`src/rtl/fifo_pkg.sv`:
```
// Shared types, sizing and pointer-code helpers for both sides of the dual-clock FIFO.
// The read-side controller imports the same Gray conversions so both domains agree on the encoding.
package fifo_pkg;

    localparam int W_DATA  = 8;
    localparam int W_DEPTH = 16;
    localparam int W_ADDR  = $clog2(W_DEPTH);

    typedef logic [W_DATA-1:0] data_t;
    typedef logic [W_ADDR-1:0] addr_t;
    // One extra bit beyond the address distinguishes a full lap from empty.
    typedef logic [W_ADDR:0]   ptr_t;

    function automatic ptr_t bin2gray(input ptr_t b);
        return b ^ (b >> 1);
    endfunction

    function automatic ptr_t gray2bin(input ptr_t g);
        ptr_t b;
        b[W_ADDR] = g[W_ADDR];
        for (int i = W_ADDR - 1; i >= 0; i--) begin
            b[i] = b[i+1] ^ g[i];
        end
        return b;
    endfunction

endpackage

```
`src/rtl/ptr_sync.sv`:
```
// Multi-flop synchronizer carrying a Gray-coded pointer into the local clock domain.
// Used by the write side for the read pointer and by the read side for the write pointer.
module ptr_sync
    import fifo_pkg::*;
#(
    parameter int SYNC_STAGES = 2
) (
    input  logic i_clk,
    input  logic i_rst,
    input  ptr_t i_ptr,
    output ptr_t o_ptr
);

    ptr_t r_chain [SYNC_STAGES];

    always_ff @(posedge i_clk or posedge i_rst) begin
        if (i_rst) begin
            for (int i = 0; i < SYNC_STAGES; i++) begin
                r_chain[i] <= '0;
            end
        end else begin
            r_chain[0] <= i_ptr;
            for (int i = 1; i < SYNC_STAGES; i++) begin
                r_chain[i] <= r_chain[i-1];
            end
        end
    end

    assign o_ptr = r_chain[SYNC_STAGES-1];

endmodule

```
`src/rtl/fifo_wr_ctrl.sv`:
```
// Write-side controller of the dual-clock FIFO: accepts pushes, drives the RAM write port,
// and keeps pessimistic full / almost-full / fill-level / overflow status in the write domain.
module fifo_wr_ctrl
    import fifo_pkg::*;
#(
    parameter int SYNC_STAGES = 2,
    parameter int AFULL_LVL   = 2
) (
    input  logic  clk_wr,
    input  logic  rst,
    input  logic  push,
    input  data_t push_data,
    input  logic  clr_ovf,
    input  ptr_t  rd_ptr_gray,
    output logic  en_wr,
    output addr_t addr_wr,
    output data_t data_wr,
    output ptr_t  wr_ptr_gray,
    output logic  full,
    output logic  almost_full,
    output ptr_t  used,
    output logic  overflow
);

    ptr_t r_ptr_bin;
    ptr_t r_ptr_gray;
    logic r_full;
    logic r_afull;
    ptr_t r_used;
    logic r_ovf;

    logic w_acc;
    logic w_drop;
    ptr_t w_ptr_bin_next;
    ptr_t w_ptr_gray_next;
    ptr_t w_rd_gray_s;
    ptr_t w_rd_bin_s;
    ptr_t w_full_gray;
    logic w_full_next;
    ptr_t w_used_next;
    logic w_afull_next;

    ptr_sync #(
        .SYNC_STAGES(SYNC_STAGES)
    ) u_rd_sync (
        .i_clk (clk_wr),
        .i_rst (rst),
        .i_ptr (rd_ptr_gray),
        .o_ptr (w_rd_gray_s)
    );

    // Gating with rst keeps the RAM from being written while the pointer is held in reset.
    assign w_acc  = push & ~r_full & ~rst;
    assign w_drop = push & r_full;

    assign w_ptr_bin_next  = r_ptr_bin + ptr_t'(w_acc);
    assign w_ptr_gray_next = bin2gray(w_ptr_bin_next);
    assign w_rd_bin_s      = gray2bin(w_rd_gray_s);

    // Full when the writer is exactly one lap ahead: top two Gray bits inverted, rest equal.
    assign w_full_gray  = {~w_rd_gray_s[W_ADDR:W_ADDR-1], w_rd_gray_s[W_ADDR-2:0]};
    assign w_full_next  = (w_ptr_gray_next == w_full_gray);
    assign w_used_next  = w_ptr_bin_next - w_rd_bin_s;
    assign w_afull_next = (w_used_next >= ptr_t'(W_DEPTH - AFULL_LVL));

    always_ff @(posedge clk_wr or posedge rst) begin
        if (rst) begin
            r_ptr_bin  <= '0;
            r_ptr_gray <= '0;
            r_full     <= 1'b0;
            r_afull    <= 1'b0;
            r_used     <= '0;
        end else begin
            r_ptr_bin  <= w_ptr_bin_next;
            r_ptr_gray <= w_ptr_gray_next;
            r_full     <= w_full_next;
            r_afull    <= w_afull_next;
            r_used     <= w_used_next;
        end
    end

    // A dropped push in the same cycle as a clear request leaves the flag set.
    always_ff @(posedge clk_wr or posedge rst) begin
        if (rst) begin
            r_ovf <= 1'b0;
        end else if (w_drop) begin
            r_ovf <= 1'b1;
        end else if (clr_ovf) begin
            r_ovf <= 1'b0;
        end
    end

    assign en_wr       = w_acc;
    assign addr_wr     = r_ptr_bin[W_ADDR-1:0];
    assign data_wr     = push_data;
    assign wr_ptr_gray = r_ptr_gray;
    assign full        = r_full;
    assign almost_full = r_afull;
    assign used        = r_used;
    assign overflow    = r_ovf;

endmodule

```
`config.mk`:
```
export PLATFORM = sky130hd
export DESIGN_NAME = fifo_wr_ctrl
export DESIGN_NICKNAME = d
export VERILOG_FILES = /design/src/rtl/fifo_pkg.sv /design/src/rtl/ptr_sync.sv /design/src/rtl/fifo_wr_ctrl.sv
export SDC_FILE = /design/constraint.sdc
export NUM_CORES = 1
export LEC_CHECK = 0
export ABC_AREA = 1
export BUFFER_PORTS_ARGS = -buffer_cell sky130_fd_sc_hd__buf_2
export CAP_MARGIN = 20
export CELL_PAD_IN_SITES_DETAIL_PLACEMENT = 1
export CELL_PAD_IN_SITES_GLOBAL_PLACEMENT = 1
export CORE_MARGIN = 5
export CORE_UTILIZATION = 26
export CTS_CLUSTER_DIAMETER = 50
export DETAILED_ROUTE_END_ITERATION = 7
export PLACE_DENSITY = 0.63
export SETUP_SLACK_MARGIN = 0.02
export SKIP_CTS_REPAIR_TIMING = 1
export SYNTH_ARGS = -nofsm -noshare
export SYNTH_HDL_FRONTEND = slang
export SYNTH_SLANG_ARGS = --single-unit
```
`constraint.sdc`:
```
create_clock -name clk_wr -period 5.5 [get_ports clk_wr]
set_input_delay 0.55 -clock clk_wr [delete_from_list [all_inputs] [get_ports clk_wr]]
set_output_delay 0.55 -clock clk_wr [all_outputs]
set_load 0.03 [all_outputs]
```
# --- After elaboration in Yosys (flattened, before gate mapping) ---
# Index checks and enable logic that the tools add are counted.
totals:
  in_bits: 17
  wordCells: 26
  out_inout_bits: 26
  register_bits: 28
op_classes:
  add_sub_neg: 2
  n_reduce_logical: 1
  bitwise_logic: 11
  n_eq_ne: 1
  n_lt_le_gt_ge: 1
  mux: 2
op_table:
  columns: ["cell", "n"]
  rows:
  - ["adder 5 x 1 -> 5 bit", 1]
  - ["equality test 5 bit", 1]
  - ["greater-or-equal comparator 5 x 4 -> 1 bit (second input constant)", 1]
  - ["subtractor 5 bit", 1]
  - ["bitwise XOR 5 x 4 -> 5 bit", 1]
  - ["bitwise XOR 1 bit", 4]
  - ["bitwise AND 1 bit", 3]
  - ["2-to-1 mux 1 bit", 2]
  - ["NOT 1 bit", 2]
  - ["NOT 2 bit", 1]
  - ["nonzero test 2 bit", 1]

# --- Logic depth before layout (Yosys ltp) ---
# Gate-level depths: netlist of the first run.
logic_depth:
  word_depth: 6
  ltp_mapped: 15
  depth_no_buf: 15

# --- Modules after synthesis ---
# From an unflattened synthesis of the first run, not the netlist that was laid out.
unflattened:
  hier_cells: 153
  area_unflattened_um2: 1377.6
modules_own_cells:
  columns: ["mod", "n_inst", "seq_area_each_um2", "area_each_um2", "cells_each"]
  rows:
  - ["fifo_wr_ctrl", 1, 425.4, 1086.0, 137]
  - ["ptr_sync", 1, 250.2, 291.5, 16]

# --- Worst setup path after synthesis of the first run ---
# No wires, ideal clock.
synth_path:
  path_kind: "input -> register"
  start: "input port rst"
  end: "register r_afull (netlist: almost_full)"
  arrival_time_ps: 3278
  slack_ps: 2100
  t_required_ps: 5378
  n_path_buf: 0
  setup_ps: 122
  path_stages: 15
  cell_sequence: "inv_1 > nand2_1 > nor2_1 > ha_1 > ha_1 > inv_1 > nand2_1 > nand2_1 > ha_1 > a21oi_1 > nand2_1 > xnor2_1 > inv_1 > nand3_1 > nand3_2"
synth_between:
  elab_chain_cells: 5
synth_lines:
  columns: ["item", "line", "text"]
  rows:
  - ["start: declaration", "fifo_wr_ctrl.sv:10", "input logic rst,"]
  - ["NOT 1 bit", "fifo_wr_ctrl.sv:53", "assign w_acc = push & ~r_full & ~rst;"]
  - ["bitwise AND 1 bit", "fifo_wr_ctrl.sv:53", null]
  - ["net en_wr", "fifo_wr_ctrl.sv:15", "output logic en_wr,"]
  - ["adder 5 x 1 -> 5 bit", "fifo_wr_ctrl.sv:56", "assign w_ptr_bin_next = r_ptr_bin + ptr_t'(w_acc);"]
  - ["net w_ptr_bin_next[2]", "fifo_wr_ctrl.sv:34", "ptr_t w_ptr_bin_next;"]
  - ["subtractor 5 bit", "fifo_wr_ctrl.sv:63", "assign w_used_next = w_ptr_bin_next - w_rd_bin_s;"]
  - ["net w_used_next[3]", "fifo_wr_ctrl.sv:40", "ptr_t w_used_next;"]
  - ["greater-or-equal comparator 5 x 4 -> 1 bit", "fifo_wr_ctrl.sv:64", "assign w_afull_next = (w_used_next >= ptr_t'(W_DEPTH - AFULL_LVL));"]
  - ["net w_afull_next", "fifo_wr_ctrl.sv:41", "logic w_afull_next;"]
  - ["end signal: assignment", "fifo_wr_ctrl.sv:77", "r_afull <= w_afull_next;"]
  - ["end: declaration", "fifo_wr_ctrl.sv:28", "logic r_afull;"]
# The timed path passes the listed nets, and every way through them passes these cells.
# A chain may end at the register's enable or synchronous reset.

# --- Worst setup path in the final report of the first run ---
layout_path:
  start: "input port rst"
  end: "register r_afull (netlist: almost_full)"
layout_between:
  elab_chain_cells: 5
layout_lines:
  columns: ["item", "line"]
  rows:
  - ["NOT 1 bit", "fifo_wr_ctrl.sv:53"]
  - ["bitwise AND 1 bit", "fifo_wr_ctrl.sv:53"]
  - ["adder 5 x 1 -> 5 bit", "fifo_wr_ctrl.sv:56"]
  - ["net w_ptr_bin_next[2]", "fifo_wr_ctrl.sv:34"]
  - ["subtractor 5 bit", "fifo_wr_ctrl.sv:63"]
  - ["net w_used_next[3]", "fifo_wr_ctrl.sv:40"]
  - ["greater-or-equal comparator 5 x 4 -> 1 bit", "fifo_wr_ctrl.sv:64"]
  - ["net w_afull_next", "fifo_wr_ctrl.sv:41"]
# The timed path passes the listed nets, and every way through them passes these cells.

==> impl_summary.log, run 1 <==
[metrics] maximum clock skew at final layout: 0.003224 ns
[metrics] actual transition at the worst max-transition pin: 0.3419 ns
[metrics] area share of fa/ha/maj cells after synthesis: 0.08022
[metrics] count of maximum capacitance violations: 0
[metrics] Critical Path Most Common Cell: nand2_1
[metrics] cell area power density: 585.0 nW/um^2
[metrics] Post-route DRC: 0
[metrics] Max transition margin: 0.7721
[metrics] die outline area: 6695 sq um
[metrics] area of the mapped netlist: 1341 sq um
[metrics] critical path startpoint category: primary input
[metrics] peak supply drop: 0.2307 mV
[metrics] Total Negative Setup Slacks: 0 ns
[metrics] overflow left after global routing: 0
[metrics] area share of the largest cell type after synthesis: 0.5037
[metrics] utilization of the core after routing: 0.3057
[metrics] Post-layout nets: 197
[metrics] clk sinks: 27
[metrics] final weighted congestion in routability-driven placement: 0.7138
[metrics] CP Data Required Time: 5.65 ns
[metrics] type of the most critical hold path: in -> async
[metrics] min Tclk post-route: 2.802 ns
[metrics] share of the synthesized area in compound gates (AO/OA/AOI/OAI): 0.01119
[metrics] latest clock arrival within the worst-skew pair: 0.26 ns
[metrics] total instance count after detailed placement: 237
[metrics] largest net degree at the start of global routing: 29
[metrics] detailed-routing iteration count for the pre-antenna-repair pass: 4
[metrics] max-slew violation count: 0
[metrics] largest family of logic cells by synthesized area: simple AND/OR/NAND/NOR gates
[metrics] run status: completed
[metrics] worst-path cell with the longest stage delay: ha_1
[metrics] vias after detailed routing: 987
[metrics] cell area after placement: 1506 sq um
[metrics] cells along the critical path: buf_2 > inv_1 > buf_4 > nand2_1 > nor2_1 > ha_1 > ha_1 > inv_1 > nand2_1 > nand2_1 > ha_1 > a21oi_1 > nand2_1 > xnor2_1 > inv_1 > nand3_1 > nand3_2
[metrics] Die Wd: 81.83 microns
[metrics] initial detailed-routing violation count: 33
[metrics] global-route wire length before repair: 4747 microns
[metrics] Finish-stage setup viols: 0
[metrics] post-route standard cell area excluding fillers: 1551 sq um
[metrics] post-synthesis xor/xnor area fraction: 0.01959
[metrics] layout cell share with drive strength beyond 1: 0.2456
[metrics] number of port buffers: 26
[metrics] fmax: 356.9 MHz
[metrics] level count of the clock H-tree: 1
[metrics] RSZ-0062 raised after global routing: false
[metrics] part of the Yosys area used for sequential elements: 0.5037
[metrics] WP buf/inv: 5
[metrics] post-synthesis cell count: 148
[metrics] critical path peak fanout: 28
[metrics] number of flip-flops and latches in the synthesized netlist: 27
[metrics] Hold Slack: 0.3284 ns
[metrics] min setup slack post-route: 2.698 ns
[metrics] top cell family by delay on the critical path: adder cells
[metrics] antenna diode instance count: 0
[metrics] count of antenna-violating nets left after detailed routing: 0
[metrics] Hold Violations, Final: 0
[metrics] pre-CTS worst setup slack: 2.337 ns
[metrics] final critical-path share of the clock period: 0.5095
[metrics] count of boundary I/O pins: 43
[metrics] synth top area cells: dfrtp_1 50%, nand2_1 11%, nand3_1 6.7%
[metrics] Crit path arrival time: 2.95 ns
[metrics] clock-pin transition on the worst setup and hold timing paths: 0.09 ns
[metrics] Synth cell types: 17
[metrics] CTS buffer count: 3
[metrics] critical path endpoint category: flip-flop
[metrics] CTS tree: built
[metrics] clock tree root driver cell: clkbuf_8
[metrics] gr usage total: 0.09072
[metrics] wire length per cell: 11.07 microns
[metrics] leakage power of the design: 0.8424 nW
[metrics] area growth from synthesis to final layout: 15.67%
[metrics] Fillers: 623
[metrics] routed wire length: 2669 microns
[metrics] via count of the first global-routing pass: 1084
[metrics] critical path start-end classification: in -> reg
[metrics] vias per cell: 4.095
[metrics] row count: 26
[metrics] count of yosys warnings during synthesis: 0
[metrics] starting density of the core: 0.2643
[metrics] slowest cell delay on critical path: 0.39 ns
[metrics] DP Wirelength: 2184 microns
[metrics] core region area: 5075 sq um
[metrics] Die Span Y: 81.83 microns
[metrics] Max Root-Sink Buffers: 2
[metrics] Final Power: 0.9076 mW
[metrics] cell type with the highest aggregate area in the netlist: dfrtp_1
[metrics] multiplexer fraction of the synthesized cell area: 0
[metrics] synthesized-area fraction occupied by and/or/nand/nor cells: 0.2761
[metrics] mean instance size in the synthesized netlist: 9.063 sq um
[metrics] final cell count without fillers: 241
[metrics] antenna violations before repair: 0
[metrics] post-synthesis net count: 173
==> flip-flops by register name, indices dropped and copies added, names as in the netlist <==
register / flops
r_ptr_bin: 5
u_rd_sync.r_chain: 5
almost_full: 1
full: 1
overflow: 1
u_rd_sync.o_ptr: 5
used: 5
wr_ptr_gray: 4
==> worst paths after layout <==
kind | depth (start not counted) | slack, ns | startpoint | end
min in group clk_wr | 0 | 0.35 | u_rd_sync.r_chain[8] | u_rd_sync.o_ptr[3]
worst max-delay path | 17 | 2.70 | rst | almost_full
worst max register to register | 14 | 3.04 | u_rd_sync.o_ptr[4] | almost_full
worst min register to register | 0 | 0.35 | u_rd_sync.r_chain[8] | u_rd_sync.o_ptr[3]
max in group asynchronous | 3 | 4.92 | rst | r_ptr_bin[3]
worst min-delay path | 3 | 0.33 | rst | used[3]
==> area by class of cell <==
type                       count  area, sq um  area share
timing repair buffer          27        137.6     0.08871
inverter                      23        86.33     0.05565
tap                           70        87.58     0.05645
sequential                    27        675.6      0.4355
multi-input combinational     90        519.2      0.3347
clock buffer                   4        45.04     0.02903
==> cell families (layout without fill, tap and decap cells) <==
group / after synthesis / count (layout)
AOI/OAI and AO/OA: 3 / 3
xor gates and xnor gates: 3 / 3
adders and majority gates: 8 / 8
buffers and inverters: 31 / 54
DFF: 27 / 27
and+or+nand+nor: 76 / 76
==> power by group <==
part | internal (mW) | switching, mW
Sequential | 0.264 | 0.0380
Combinational | 0.160 | 0.338
Clock | 0.0517 | 0.0559
==> cell usage in the layout (no fill, tap or decap), drive strengths merged <==
cell type / count
a21oi: 2
buf: 27
clkbuf: 4
dfrtp: 27
fa: 1
ha: 7
inv: 23
nand2: 46
nand3: 20
nand3b: 2
nand4: 3
nor2: 3
o21ai: 1
or2: 2
xnor2: 3
==> worst min-delay path, delay by kind of cell <==
kind	cells	cell delay, ns
buffers and inverters	3	0.45
==> cell usage after synthesis, drive strengths merged <==
cell and number:
o21ai 1, xnor2 3, ha 7, or2 2, nand4 3, nand3 20
nand3b 2, fa 1, inv 23, nand2 46, nor2 3, buf 8
a21oi 2, dfrtp 27
==> routing by layer <==
metal	vias up	part of all wire	GRT usage
li1	499	-	-
met1	466	0.45	0.1142
met2	18	0.48	0.1527
met3	4	0.062	0.02083
met4	0	0.0090	0.02990
met5	-	0	0
Note: power is estimated with default switching activity, not from simulation.
==> run 2: changes to the inputs <==
==> constraint.sdc (replaced) <==
create_clock -name clk_wr -period 2.9 [get_ports clk_wr]
set_input_delay 0.29 -clock clk_wr [delete_from_list [all_inputs] [get_ports clk_wr]]
set_output_delay 0.29 -clock clk_wr [all_outputs]
set_load 0.03 [all_outputs]
==> run 2 against run 1 <==
Die area unchanged. Register-to-register slack worse by 2.5 ns. Power up 91%. Critical path depth down 4. Combinational power up 91%. Final cell count unchanged. Cell area up 0.48%. Clock-buffer cell count down 1. Critical path type is now reg -> reg. Flip-flop and latch count unchanged. Non-clock buffer count unchanged.
==> impl_summary.log, run 2 (same netlist as run 1, synthesis figures left out) <==
[metrics] max-slew violation count: 0 (unchanged)
[metrics] leakage power of the design: 0.8362 nW (-0.74%)
[metrics] RR Endpoint: almost_full
[metrics] wire length per cell: 11.27 microns (+1.7%)
[metrics] overflow left after global routing: 0 (unchanged)
[metrics] Max transition margin: 0.7774 (+0.005346)
[metrics] critical path start-end classification: reg -> reg
[metrics] Die Wd: 81.83 microns (unchanged)
[metrics] count of antenna-violating nets left after detailed routing: 0 (unchanged)
[metrics] antenna diode instance count: 0 (unchanged)
[metrics] row count: 26 (unchanged)
[metrics] start point of the worst hold path: rd_ptr_gray[1]
[metrics] min Tclk post-route: 2.385 ns
[metrics] clock tree root driver cell: clkbuf_8
[metrics] Die Span Y: 81.83 microns (unchanged)
[metrics] run status: completed
[metrics] Finish-stage setup viols: 0 (unchanged)
[metrics] routed wire length: 2715 microns (+1.7%)
[metrics] RSZ-0062 raised after global routing: false
[metrics] Crit path arrival time: 2.55 ns (-0.40 ns)
[metrics] final weighted congestion in routability-driven placement: 0.7731 (+8.3%)
[metrics] layout cell share with drive strength beyond 1: 0.2573 (+0.01170)
[metrics] core region area: 5075 sq um (unchanged)
[metrics] critical path endpoint category: flip-flop
[metrics] DP Wirelength: 2238 microns (+2.4%)
[metrics] cell depth of the worst flop-to-flop path: 13 (-1)
[metrics] detailed-routing iteration count for the pre-antenna-repair pass: 4 (unchanged)
[metrics] number of port buffers: 26 (unchanged)
[metrics] starting density of the core: 0.2643 (unchanged)
[metrics] global-route wire length before repair: 4719 microns (-0.59%)
[metrics] antenna violations before repair: 0 (unchanged)
[metrics] Post-layout nets: 197 (unchanged)
[metrics] maximum clock skew at final layout: 0.002708 ns (-0.0005156 ns)
[metrics] WP buf/inv: 2 (-3)
[metrics] count of maximum capacitance violations: 0 (unchanged)
[metrics] final critical-path share of the clock period: 0.8224
[metrics] critical path peak fanout: 5 (-82%)
[metrics] number of stages on the worst hold path: 1
[metrics] cells along the critical path: nor2_1 > ha_1 > ha_1 > inv_1 > nand2_1 > nand2_1 > ha_1 > a21oi_1 > nand2_1 > xnor2_1 > inv_1 > nand3_1 > nand3_2
[metrics] level count of the clock H-tree: 1 (unchanged)
[metrics] register-to-register setup slack: 0.51 ns (-2.53 ns)
[metrics] fmax: 419.3 MHz
[metrics] CP Data Required Time: 3.06 ns (-2.59 ns)
[metrics] Max Root-Sink Buffers: 2 (unchanged)
[metrics] worst-path cell with the longest stage delay: dfrtp_1
[metrics] Post-route DRC: 0 (unchanged)
[metrics] Final Power: 1.736 mW (+91%)
[metrics] area growth from synthesis to final layout: 16.23%
[metrics] gr usage total: 0.09255 (+0.001825)
[metrics] count of boundary I/O pins: 43 (unchanged)
[metrics] via count of the first global-routing pass: 1016 (-6.3%)
[metrics] hold path endpoint: u_rd_sync.r_chain[6]
[metrics] vias per cell: 4.029 (-1.6%)
[metrics] slowest cell delay on critical path: 0.42 ns (+0.03 ns)
[metrics] top cell family by delay on the critical path: adder cells
[metrics] vias after detailed routing: 971 (-1.6%)
[metrics] commonest cells after routing, fill and taps aside: 38 x nand2_1, 27 x dfrtp_1, 26 x buf_2
[metrics] die outline area: 6695 sq um (unchanged)
[metrics] CTS buffer count: 3 (unchanged)
[metrics] peak supply drop: 0.3820 mV (+66%)
[metrics] Total Negative Setup Slacks: 0 ns (unchanged)
[metrics] largest net degree at the start of global routing: 28 (-3.4%)
[metrics] actual transition at the worst max-transition pin: 0.3339 ns (-0.008018 ns)
[metrics] initial detailed-routing violation count: 30 (-9.1%)
[metrics] clk sinks: 27 (unchanged)
[metrics] cell area power density: 1113 nW/um^2 (+90%)
[metrics] critical path startpoint category: flip-flop
[metrics] startpoint of the most critical register-to-register path: full
[metrics] latest clock arrival within the worst-skew pair: 0.27 ns (about the same)
[metrics] most common library cell in the layout ignoring fill and taps: nand2_1
[metrics] CTS tree: built
[metrics] Hold Violations, Final: 0 (unchanged)
[metrics] type of the most critical hold path: in -> reg
[metrics] clock-pin transition on the worst setup and hold timing paths: 0.09 ns (about the same)
==> run 2: how the worst max path moves through the flow <==
stage,from,end,slack (ns),cells past startpoint
after floorplan,rst,almost_full,0.06,15
after global placement,rst,almost_full,0.38,16
after detailed placement,rst,almost_full,0.38,16
after CTS,full,almost_full,0.46,13
after global routing,full,almost_full,0.25,13
final,full,almost_full,0.51,13
==> run 2: cell type report <==
cell class / count / area [sq um]
clock buffer: 3 / 41.29
sequential: 27 / 675.6
tap: 70 / 87.58
fill: 634 / 3516
timing repair buffer: 27 / 137.6
multi-input combinational: 90 / 519.2
inverter: 23 / 90.09
clock inverter: 1 / 7.507
==> run 2: report_power, final <==
| group | switching [mW] | internal (mW) |
|---|---|---|
| combinational | 0.647 | 0.303 |
| clock | 0.115 | 0.0974 |
| sequential | 0.0728 | 0.500 |
==> run 2: routing by layer <==
| metal | wire [microns] | global-route usage | part of all wire | vias to the layer above |
|---|---|---|---|---|
| li1 | - | - | - | 497 |
| met1 | 1410 | 0.1266 | 0.52 | 447 |
| met2 | 1129 | 0.1446 | 0.42 | 23 |
| met3 | 148 | 0.02851 | 0.055 | 4 |
| met4 | 27 | 0.01827 | 0.0099 | 0 |
| met5 | 0 | 0 | 0 | - |
==> run 2: per-stage QoR <==
| step | utilization | hold slack, ns | setup WS, ns | instances | instance area [sq um] |
|---|---|---|---|---|---|
| after floorplan | - | 0.1910 | 0.06220 | 148 | 1345 |
| after global placement | 0.2976 | 0.3323 | 0.3833 | 237 | 1510 |
| after detailed placement | 0.2976 | 0.3371 | 0.3751 | 237 | 1510 |
| after CTS | 0.3072 | 0.1054 | 0.4571 | 241 | 1559 |
| after global routing | 0.3072 | 0.09566 | 0.2502 | 241 | 1559 |
| final | 0.3072 | 0.1182 | 0.5150 | 241 | 1559 |
